$ cat src/rtl/aes_ctrl_pkg.sv
// Shared definitions for the AES round controller.
// Contents:
//   state_e          controller states IDLE/LOAD/ROUND/FINAL/HOLD
//   NR_128, NR_256   round counts for AES-128 and AES-256
//   KM_AES128/256    KEY_MODE encoding
//   nr_for_mode()    maps a KEY_MODE value to its round count
package aes_ctrl_pkg;

  typedef enum logic [2:0] {
    ST_IDLE  = 3'd0,
    ST_LOAD  = 3'd1,
    ST_ROUND = 3'd2,
    ST_FINAL = 3'd3,
    ST_HOLD  = 3'd4
  } state_e;

  localparam int unsigned NR_128 = 10;
  localparam int unsigned NR_256 = 14;

  localparam logic KM_AES128 = 1'b0;
  localparam logic KM_AES256 = 1'b1;

  function automatic logic [3:0] nr_for_mode(input logic key_mode,
                                              input int unsigned nr128,
                                              input int unsigned nr256);
    nr_for_mode = (key_mode == KM_AES256) ? 4'(nr256) : 4'(nr128);
  endfunction

endpackage

$ cat src/rtl/aes_round_ctrl_if.sv
// Handshake and strobe bundle between a block requester and the AES round
// controller.
// Signals:
//   start, key_mode, abort, out_ready   requester -> controller
//   key_load, key_en, data_load         controller -> key generator / datapath
//   round_idx[3:0], final_rnd           current round and last-round flag
//   busy, out_valid                     controller status / result handshake
// Modports: master = requester side, slave = controller side.
interface aes_round_ctrl_if;
  logic       start;
  logic       key_mode;
  logic       abort;
  logic       out_ready;
  logic       key_load;
  logic       key_en;
  logic       data_load;
  logic [3:0] round_idx;
  logic       final_rnd;
  logic       busy;
  logic       out_valid;

  modport master (
    output start, key_mode, abort, out_ready,
    input  key_load, key_en, data_load, round_idx, final_rnd, busy, out_valid
  );

  modport slave (
    input  start, key_mode, abort, out_ready,
    output key_load, key_en, data_load, round_idx, final_rnd, busy, out_valid
  );
endinterface

$ cat src/rtl/aes_round_cnt.sv
// 4-bit round counter for the AES round controller.
// Ports:
//   clk, rst     clock, synchronous active-high reset
//   clr_i        force the count to 0 (highest priority)
//   load1_i      load the count with 1
//   inc_i        increment the count
//   nr_i[3:0]    round count of the current block
//   cnt_o[3:0]   registered count
//   term_o       count equals nr_i-1, i.e. the next round is the last one
module aes_round_cnt (
  input  logic       clk,
  input  logic       rst,
  input  logic       clr_i,
  input  logic       load1_i,
  input  logic       inc_i,
  input  logic [3:0] nr_i,
  output logic [3:0] cnt_o,
  output logic       term_o
);

  logic [3:0] cnt_q, cnt_d;

  always_comb begin
    cnt_d = cnt_q;
    if (clr_i)        cnt_d = 4'd0;
    else if (load1_i) cnt_d = 4'd1;
    else if (inc_i)   cnt_d = cnt_q + 4'd1;
  end

  always_ff @(posedge clk) begin
    if (rst) cnt_q <= 4'd0;
    else     cnt_q <= cnt_d;
  end

  assign cnt_o  = cnt_q;
  assign term_o = (cnt_q == (nr_i - 4'd1));

endmodule

$ cat src/rtl/aes_round_ctrl.sv
// AES round sequencer: drives key-generator and round-datapath strobes for
// one block of AES-128 (NR_128 rounds) or AES-256 (NR_256 rounds). Holds
// no key or data itself.
// Ports:
//   clk     single clock
//   rst     synchronous active-high reset
//   bus     aes_round_ctrl_if.slave: start/key_mode/abort/out_ready in,
//           key_load/key_en/data_load/round_idx/final_rnd/busy/out_valid out
// Every output is decoded from the registered state and round counter, so
// nothing on the input side reaches an output in the same cycle.
module aes_round_ctrl #(
  parameter int unsigned NR_128 = aes_ctrl_pkg::NR_128,
  parameter int unsigned NR_256 = aes_ctrl_pkg::NR_256
) (
  input  logic             clk,
  input  logic             rst,
  aes_round_ctrl_if.slave  bus
);
  import aes_ctrl_pkg::*;

  state_e     state_q, state_d;
  logic [3:0] nr_q, nr_d;
  logic       cnt_clr, cnt_load1, cnt_inc;
  logic [3:0] cnt;
  logic       cnt_term;

  aes_round_cnt u_cnt (
    .clk     (clk),
    .rst     (rst),
    .clr_i   (cnt_clr),
    .load1_i (cnt_load1),
    .inc_i   (cnt_inc),
    .nr_i    (nr_q),
    .cnt_o   (cnt),
    .term_o  (cnt_term)
  );

  // Next-state logic; abort takes priority over every other request.
  always_comb begin
    state_d   = state_q;
    nr_d      = nr_q;
    cnt_clr   = 1'b0;
    cnt_load1 = 1'b0;
    cnt_inc   = 1'b0;
    unique case (state_q)
      ST_IDLE: begin
        // Counter is held at 0 so round_idx reads 0 while idle.
        cnt_clr = 1'b1;
        if (bus.start && !bus.abort) begin
          state_d = ST_LOAD;
          nr_d    = nr_for_mode(bus.key_mode, NR_128, NR_256);
        end
      end
      ST_LOAD: begin
        if (bus.abort) begin
          state_d = ST_IDLE;
          cnt_clr = 1'b1;
        end else begin
          state_d   = ST_ROUND;
          cnt_load1 = 1'b1;
        end
      end
      ST_ROUND: begin
        if (bus.abort) begin
          state_d = ST_IDLE;
          cnt_clr = 1'b1;
        end else begin
          // The increment out of round Nr-1 lands the counter on Nr for FINAL.
          cnt_inc = 1'b1;
          if (cnt_term) state_d = ST_FINAL;
        end
      end
      ST_FINAL: begin
        if (bus.abort) begin
          state_d = ST_IDLE;
          cnt_clr = 1'b1;
        end else begin
          state_d = ST_HOLD;
        end
      end
      ST_HOLD: begin
        // start is deliberately not looked at here.
        if (bus.abort || bus.out_ready) begin
          state_d = ST_IDLE;
          cnt_clr = 1'b1;
        end
      end
      default: begin
        state_d = ST_IDLE;
        cnt_clr = 1'b1;
      end
    endcase
  end

  always_ff @(posedge clk) begin
    if (rst) begin
      state_q <= ST_IDLE;
      nr_q    <= 4'd0;
    end else begin
      state_q <= state_d;
      nr_q    <= nr_d;
    end
  end

  // Output decode from registered state and counter only.
  always_comb begin
    bus.key_load  = (state_q == ST_LOAD);
    bus.data_load = (state_q == ST_LOAD);
    bus.key_en    = (state_q == ST_ROUND) || (state_q == ST_FINAL);
    bus.final_rnd = (state_q == ST_FINAL);
    bus.busy      = (state_q == ST_LOAD) || (state_q == ST_ROUND) ||
                    (state_q == ST_FINAL);
    bus.out_valid = (state_q == ST_HOLD);
    bus.round_idx = (state_q == ST_IDLE) ? 4'd0 : cnt;
  end

endmodule

$ cat src/flat_wrapper.sv
// flat-port wrapper written by rule: the top's interface ports become plain ports
module aes_round_ctrl_flat import aes_ctrl_pkg::*;
#(
  parameter int unsigned NR_128 = aes_ctrl_pkg::NR_128,
  parameter int unsigned NR_256 = aes_ctrl_pkg::NR_256
)
  (clk, rst, bus_start, bus_key_mode, bus_abort, bus_out_ready, bus_key_load, bus_key_en, bus_data_load, bus_round_idx, bus_final_rnd, bus_busy, bus_out_valid);
  aes_round_ctrl_if bus_i ();
  input  logic clk;
  input  logic rst;
  input wire logic [$bits(bus_i.start)-1:0] bus_start;
  input wire logic [$bits(bus_i.key_mode)-1:0] bus_key_mode;
  input wire logic [$bits(bus_i.abort)-1:0] bus_abort;
  input wire logic [$bits(bus_i.out_ready)-1:0] bus_out_ready;
  output wire logic [$bits(bus_i.key_load)-1:0] bus_key_load;
  output wire logic [$bits(bus_i.key_en)-1:0] bus_key_en;
  output wire logic [$bits(bus_i.data_load)-1:0] bus_data_load;
  output wire logic [$bits(bus_i.round_idx)-1:0] bus_round_idx;
  output wire logic [$bits(bus_i.final_rnd)-1:0] bus_final_rnd;
  output wire logic [$bits(bus_i.busy)-1:0] bus_busy;
  output wire logic [$bits(bus_i.out_valid)-1:0] bus_out_valid;
  assign bus_i.start = bus_start;
  assign bus_i.key_mode = bus_key_mode;
  assign bus_i.abort = bus_abort;
  assign bus_i.out_ready = bus_out_ready;
  assign bus_key_load = bus_i.key_load;
  assign bus_key_en = bus_i.key_en;
  assign bus_data_load = bus_i.data_load;
  assign bus_round_idx = bus_i.round_idx;
  assign bus_final_rnd = bus_i.final_rnd;
  assign bus_busy = bus_i.busy;
  assign bus_out_valid = bus_i.out_valid;
  aes_round_ctrl #(.NR_128(NR_128), .NR_256(NR_256)) u_core (.clk(clk), .rst(rst), .bus(bus_i));
endmodule
$ cat config.mk
export PLATFORM = sky130hd
export DESIGN_NAME = aes_round_ctrl_flat
export DESIGN_NICKNAME = d
export VERILOG_FILES = /design/src/rtl/aes_ctrl_pkg.sv /design/src/rtl/aes_round_ctrl_if.sv /design/src/rtl/aes_round_cnt.sv /design/src/rtl/aes_round_ctrl.sv /design/src/flat_wrapper.sv
export SDC_FILE = /design/constraint.sdc
export NUM_CORES = 1
export LEC_CHECK = 0
export ABC_CLOCK_PERIOD_IN_PS = 1570
export BUFFER_PORTS_ARGS = -buffer_cell sky130_fd_sc_hd__buf_2
export CAP_MARGIN = 20
export CORE_AREA = 2 2 39 41
export DETAILED_ROUTE_END_ITERATION = 6
export DIE_AREA = 0 0 41 43
export PLACE_DENSITY = 0.7
export SYNTH_ARGS = -nofsm -noshare
export SYNTH_HDL_FRONTEND = slang
export SYNTH_SLANG_ARGS = --single-unit
export TNS_END_PERCENT = 100
$ cat constraint.sdc
create_clock -name clk -period 1.57 [get_ports clk]
set_input_delay 0.157 -clock clk [delete_from_list [all_inputs] [get_ports clk]]
set_output_delay 0.157 -clock clk [all_outputs]
set_load 0.01 [all_outputs]
# After elaboration in Yosys (flattened, before gate mapping)
# Index checks and enable logic that the tools add are counted.
dict set report word_totals {
  register_bits 11
  input_bits 6
  out_inout_bits 10
  elab_cells 44
}
dict set report op_classes {
  n_addsub 2
  eq_ne 8
  muxes 17
  n_reduce_logical 13
}
# op count
set op_table {}
lappend op_table {{$mux W3} 6}
lappend op_table {{$pmux W3 S5} 1}
lappend op_table {{$mux W1} 7}
lappend op_table {{$eq A3 B2 Y1 const B} 2}
lappend op_table {{$reduce_or A3 Y1} 2}
lappend op_table {{$add A4 B1 Y4 const B} 1}
lappend op_table {{$eq A4 B4 Y1} 1}
lappend op_table {{$logic_or A1 B1 Y1} 4}
lappend op_table {{$mux W4} 1}
lappend op_table {{$ne A2 B1 Y1 const B} 2}
lappend op_table {{$sub A4 B1 Y4 const B} 1}
lappend op_table {{$eq A3 B1 Y1 const B} 1}
lappend op_table {{$eq A3 B3 Y1 const B} 1}
lappend op_table {{$logic_not A3 Y1} 1}
lappend op_table {{$ne A3 B2 Y1 const B} 1}
lappend op_table {{$reduce_and A3 Y1} 1}
lappend op_table {{$mux W2} 1}
lappend op_table {{$pmux W1 S2} 1}
lappend op_table {{$reduce_and A2 Y1} 1}
lappend op_table {{$reduce_bool A2 Y1} 1}
lappend op_table {{$reduce_or A2 Y1} 1}
lappend op_table {{$logic_and A1 B1 Y1} 1}
lappend op_table {{$logic_not A1 Y1} 1}

# Depth between registers and ports, before layout
dict set report logic_depth {
  ltp_word 5
  ltp_mapped 6
  mapped_depth_nobuf 6
}

# Hierarchy
# Synthesis repeated with hierarchy kept, for this count alone.
dict set report unflattened {
  hier_cells 70
  hier_area_um2 591.8
}
# module instances cells_each area_each_um2 seq_area_each_um2
set by_module_without_submodules {}
lappend by_module_without_submodules {aes_round_ctrl 1 42 337.8 100.1}
lappend by_module_without_submodules {aes_round_cnt 1 28 254.0 80.1}

# Least setup slack after synthesis
# No wires, ideal clock.
dict set report synth_path {
  path_kind {register -> register}
  start {register u_core.nr_q[1]}
  end {register u_core.state_q[0]}
  setup_time_ns 0.086
  t_arrival_ns 1.198
  t_required_ns 1.484
  path_slack_ns 0.287
  path_stages_with_launch 7
  path_buffers 0
  synth_period_minus_slack_ns 1.283
  cell_sequence {dfxtp_1 -> inv_1 -> ha_1 -> xor2_1 -> nor3_1 -> a31oi_1 -> a211oi_1}
}
dict set report synth_between {
  elab_chain_cells 4
}
# element line_no
set synth_rtl {}
lappend synth_rtl {{start: declaration} aes_round_ctrl.sv:22} ;# logic [3:0] nr_q, nr_d;
lappend synth_rtl {{start signal: assignment} aes_round_ctrl.sv:101} ;# nr_q <= nr_d;
lappend synth_rtl {{$sub A4 B1 Y4} aes_round_cnt.sv:36} ;# assign term_o = (cnt_q == (nr_i - 4'd1));
lappend synth_rtl {{$eq A4 B4 Y1} aes_round_cnt.sv:36}
lappend synth_rtl {{$ne A3 B2 Y1 (no source line)} n/a}
lappend synth_rtl {{$reduce_and A3 Y1 (no source line)} n/a}
lappend synth_rtl {{end signal: assignment} aes_round_ctrl.sv:100} ;# state_q <= state_d;
lappend synth_rtl {{end: declaration} aes_round_ctrl.sv:21} ;# state_e state_q, state_d;
# Every way passes these cells.
# A chain may end at the register's enable or synchronous reset.

# Worst setup path after layout
dict set report layout_path {
  start {register u_core.state_q[1]}
  end {output port bus_out_valid}
}
dict set report layout_between {
  elab_chain_cells 1
}
# element line_no
set layout_rtl {}
lappend layout_rtl {{$eq A3 B3 Y1} aes_round_ctrl.sv:113} ;# bus.out_valid = (state_q == ST_HOLD);
lappend layout_rtl {{end: declaration} flat_wrapper.sv:21} ;# output wire logic [$bits(bus_i.out_valid)-1:0] bus_out_valid;
# Every way passes these cells.

==> results.txt <==
Worst Setup End Kind -> output port
Final Hold Viols -> 0
syn nets -> 71
Syn-to-layout area delta -> 19.15%
PortBufs -> 15
CTS Buf Count -> 3
vias per cell -> 4.969
Final Setup Violations -> 0
Unique masters post-synth -> 31
static leakage -> 0.2849 nW
total track usage -> 14.59%
Synth top area share -> 32.07%
Hold Crit Class -> in -> reg
WL per Instance -> 11.39 um
WP data arrival -> 1.24 ns
Max-Cap Viols -> 0
Setup crit end -> bus_out_valid
Fmax -> 0.7147 GHz
Worst path slowest cell -> dfxtp_1
CTS Root Cell -> clkbuf_4
initial antenna violation count -> 0
final cycle utilization of the critical path -> 89.12%
Top Ports -> 16
1st-iter DRT viols -> 1
DRC Markers -> 0
Die ar. -> 0.001763 mm^2
Yosys top cell by area -> dfxtp_1
peak supply drop -> 322.4 uV
clk buf depth -> 2
CP Launch Type -> flop
Crit Path Max Fanout -> 5
cell area after synthesis -> 561.8 um^2
die width -> 41 um
Critical Path RT -> 1.41 ns
clk sink count -> 9
die height -> 43 um
layout cell share with drive strength beyond 1 -> 33.75%
critical path type -> reg -> out
FF-to-FF End -> u_core.state_q[0]
Nets -> 89
Worst-Skew Late Latency -> 0.27 ns
slew at the pin closest to its max-slew limit -> 0.3400 ns
Cells after Synth -> 63
Place WS -> 0.1802 ns
Yosys Warn Count -> 0
drt pass-1 iters -> 4
max_slew headroom -> 77.09%
Starting Density -> 40.60%
reg-to-reg slack, setup -> 0.18 ns
Tmin final -> 1.399 ns
via count -> 477
CTS tree -> built
Slew Limit Fails -> 0
RePlAce Congestion -> 0.7202
row cnt -> 14
routed wire length -> 1093 um
htree depth -> 1
cell-by-cell trace of the critical path -> buf_4 -> nor2_1 -> and2_1 -> buf_2
Seq/Total Area, Yosys -> 32.07%
total negative slack -> 0 ns
Antenna diodes -> 0
setup ws final -> 0.1708 ns
top cells by area, synth -> dfxtp_1 (32%), nor2b_1 (5.6%), xnor2_1 (4.7%)
dpl hpwl -> 837.7 um
first-pass GRT wire length -> 1752 um
Core ar. -> 0.001384 mm^2
Worst Hold Margin -> 0.1192 ns
vias in the first global route -> 420
post-route ant nets -> 0
average size of a mapped cell -> 8.917 um^2
Setup Skew -> 0.001788 ns
status -> completed
Worst setup startpoint -> u_core.state_q[1]
Pwr per Cell Area -> 789.0 mW/mm^2
Overflow after GRT -> 0
reg2reg start -> u_core.nr_q[1]
crit-path max cell delay -> 0.36 ns
largest net degree at the start of global routing -> 12
Clock transition at path regs -> 0.07 ns
Yosys reg bits -> 9
r2r worst-path depth -> 6
RSZ-0062 raised after global routing -> false
-- placed cells by master (no fill, tap or decap), types with 2 or more instances in the layout --
master | netlist | final
a21oi_1 | 3 | 3
buf_2 | 0 | 15
buf_4 | 2 | 2
clkbuf_4 | 0 | 3
dfxtp_1 | 9 | 7
dfxtp_2 | 0 | 2
ha_1 | 2 | 2
inv_1 | 2 | 2
nand2_1 | 4 | 4
nor2_1 | 6 | 6
nor2b_1 | 5 | 5
nor3_1 | 3 | 3
xnor2_1 | 3 | 3
xor2_1 | 3 | 3
-- worst min-delay path by stage --
stage	start	end	slack [ns]	cells after the start
after floorplan	rst	u_core.nr_q[1]	0.23	1
after global placement	rst	u_core.nr_q[2]	0.39	2
after detailed placement	rst	u_core.nr_q[2]	0.40	2
after CTS	rst	u_core.nr_q[2]	0.12	2
after global routing	rst	u_core.state_q[0]	0.12	2
final	rst	u_core.nr_q[2]	0.12	2
-- layout make-up --
cell class / count / area (um^2)
fillers: 143 / 714.4
clock buffers: 4 / 26.28
flip-flops and latches: 9 / 182.7
inverters: 2 / 7.507
multi-input cells: 48 / 342.8
repair buffers: 17 / 90.09
well taps: 16 / 20.02
-- where the power goes --
group	internal [mW]	switching (mW)	total (mW)	leakage, nW
clock network	0.0984	0.0897	0.188	0.0150
logic	0.0429	0.0454	0.0882	0.196
registers	0.237	0.0150	0.252	0.0739
-- through the flow --
stage               area [um^2]  cells  power (mW)  utilization, %
floorplan                 561.8     63      0.3217               -
global placement          634.4     92      0.3393           45.84
detailed placement        634.4     92      0.3414           45.84
CTS                       660.6     96      0.5251           47.74
global route              669.4     96      0.5553           48.37
finish                    669.4     96      0.5282           48.37
-- Yosys cell counts, drive strengths merged --
cell    number
xnor2        3
nand2b       1
a31oi        1
nor3         4
o21ai        1
o2111a       1
mux2i        1
xor2         3
nand3        1
a211oi       1
nand2        4
nor3b        1
and2         2
a21oi        3
nor2b        6
nor4         1
nor4b        1
buf          4
o21bai       1
o21a         1
ha           2
mux2         1
nand4        1
o22ai        1
inv          2
nor2         6
dfxtp        9
-- metal layers --
| metal | share of wire, % | wire length, um | global-route usage [%] |
|---|---|---|---|
| met1 | 46 | 506 | 18.77 |
| met2 | 46 | 506 | 20.63 |
| met3 | 5.6 | 61 | 6.283 |
| met4 | 1.6 | 18 | 6.000 |
| met5 | 0 | 0 | 0 |
-- kinds of logic after synthesis --
kind of cell,after synthesis,synth area share [%]
flip-flops,9,32.07
XOR/XNOR,6,9.356
AO/OA/AOI/OAI,10,11.81
buffers and inverters,6,8.017
AND/OR/NAND/NOR,28,30.51
multiplexers,2,3.786
adder cells (fa/ha/maj),2,4.454
-- state kept, by name, summed over array words and instances (netlist names) --
register            count
u_core.nr_q             2
u_core.state_q          3
u_core.u_cnt.cnt_o      4
-- critical path, delay by kind of cell, from the launching register on --
family,cells,cell delay (ns)
buf+inv,2,0.29
flops,1,0.36
simple gates,2,0.32
-- what timing repair did --
item,4_1_cts,5_1_grt
hold buffers,0,0
setup endpoints to repair,0,6
buffers inserted,0,0
gates resized for setup,0,3
Power figures use the tool's default switching activity.
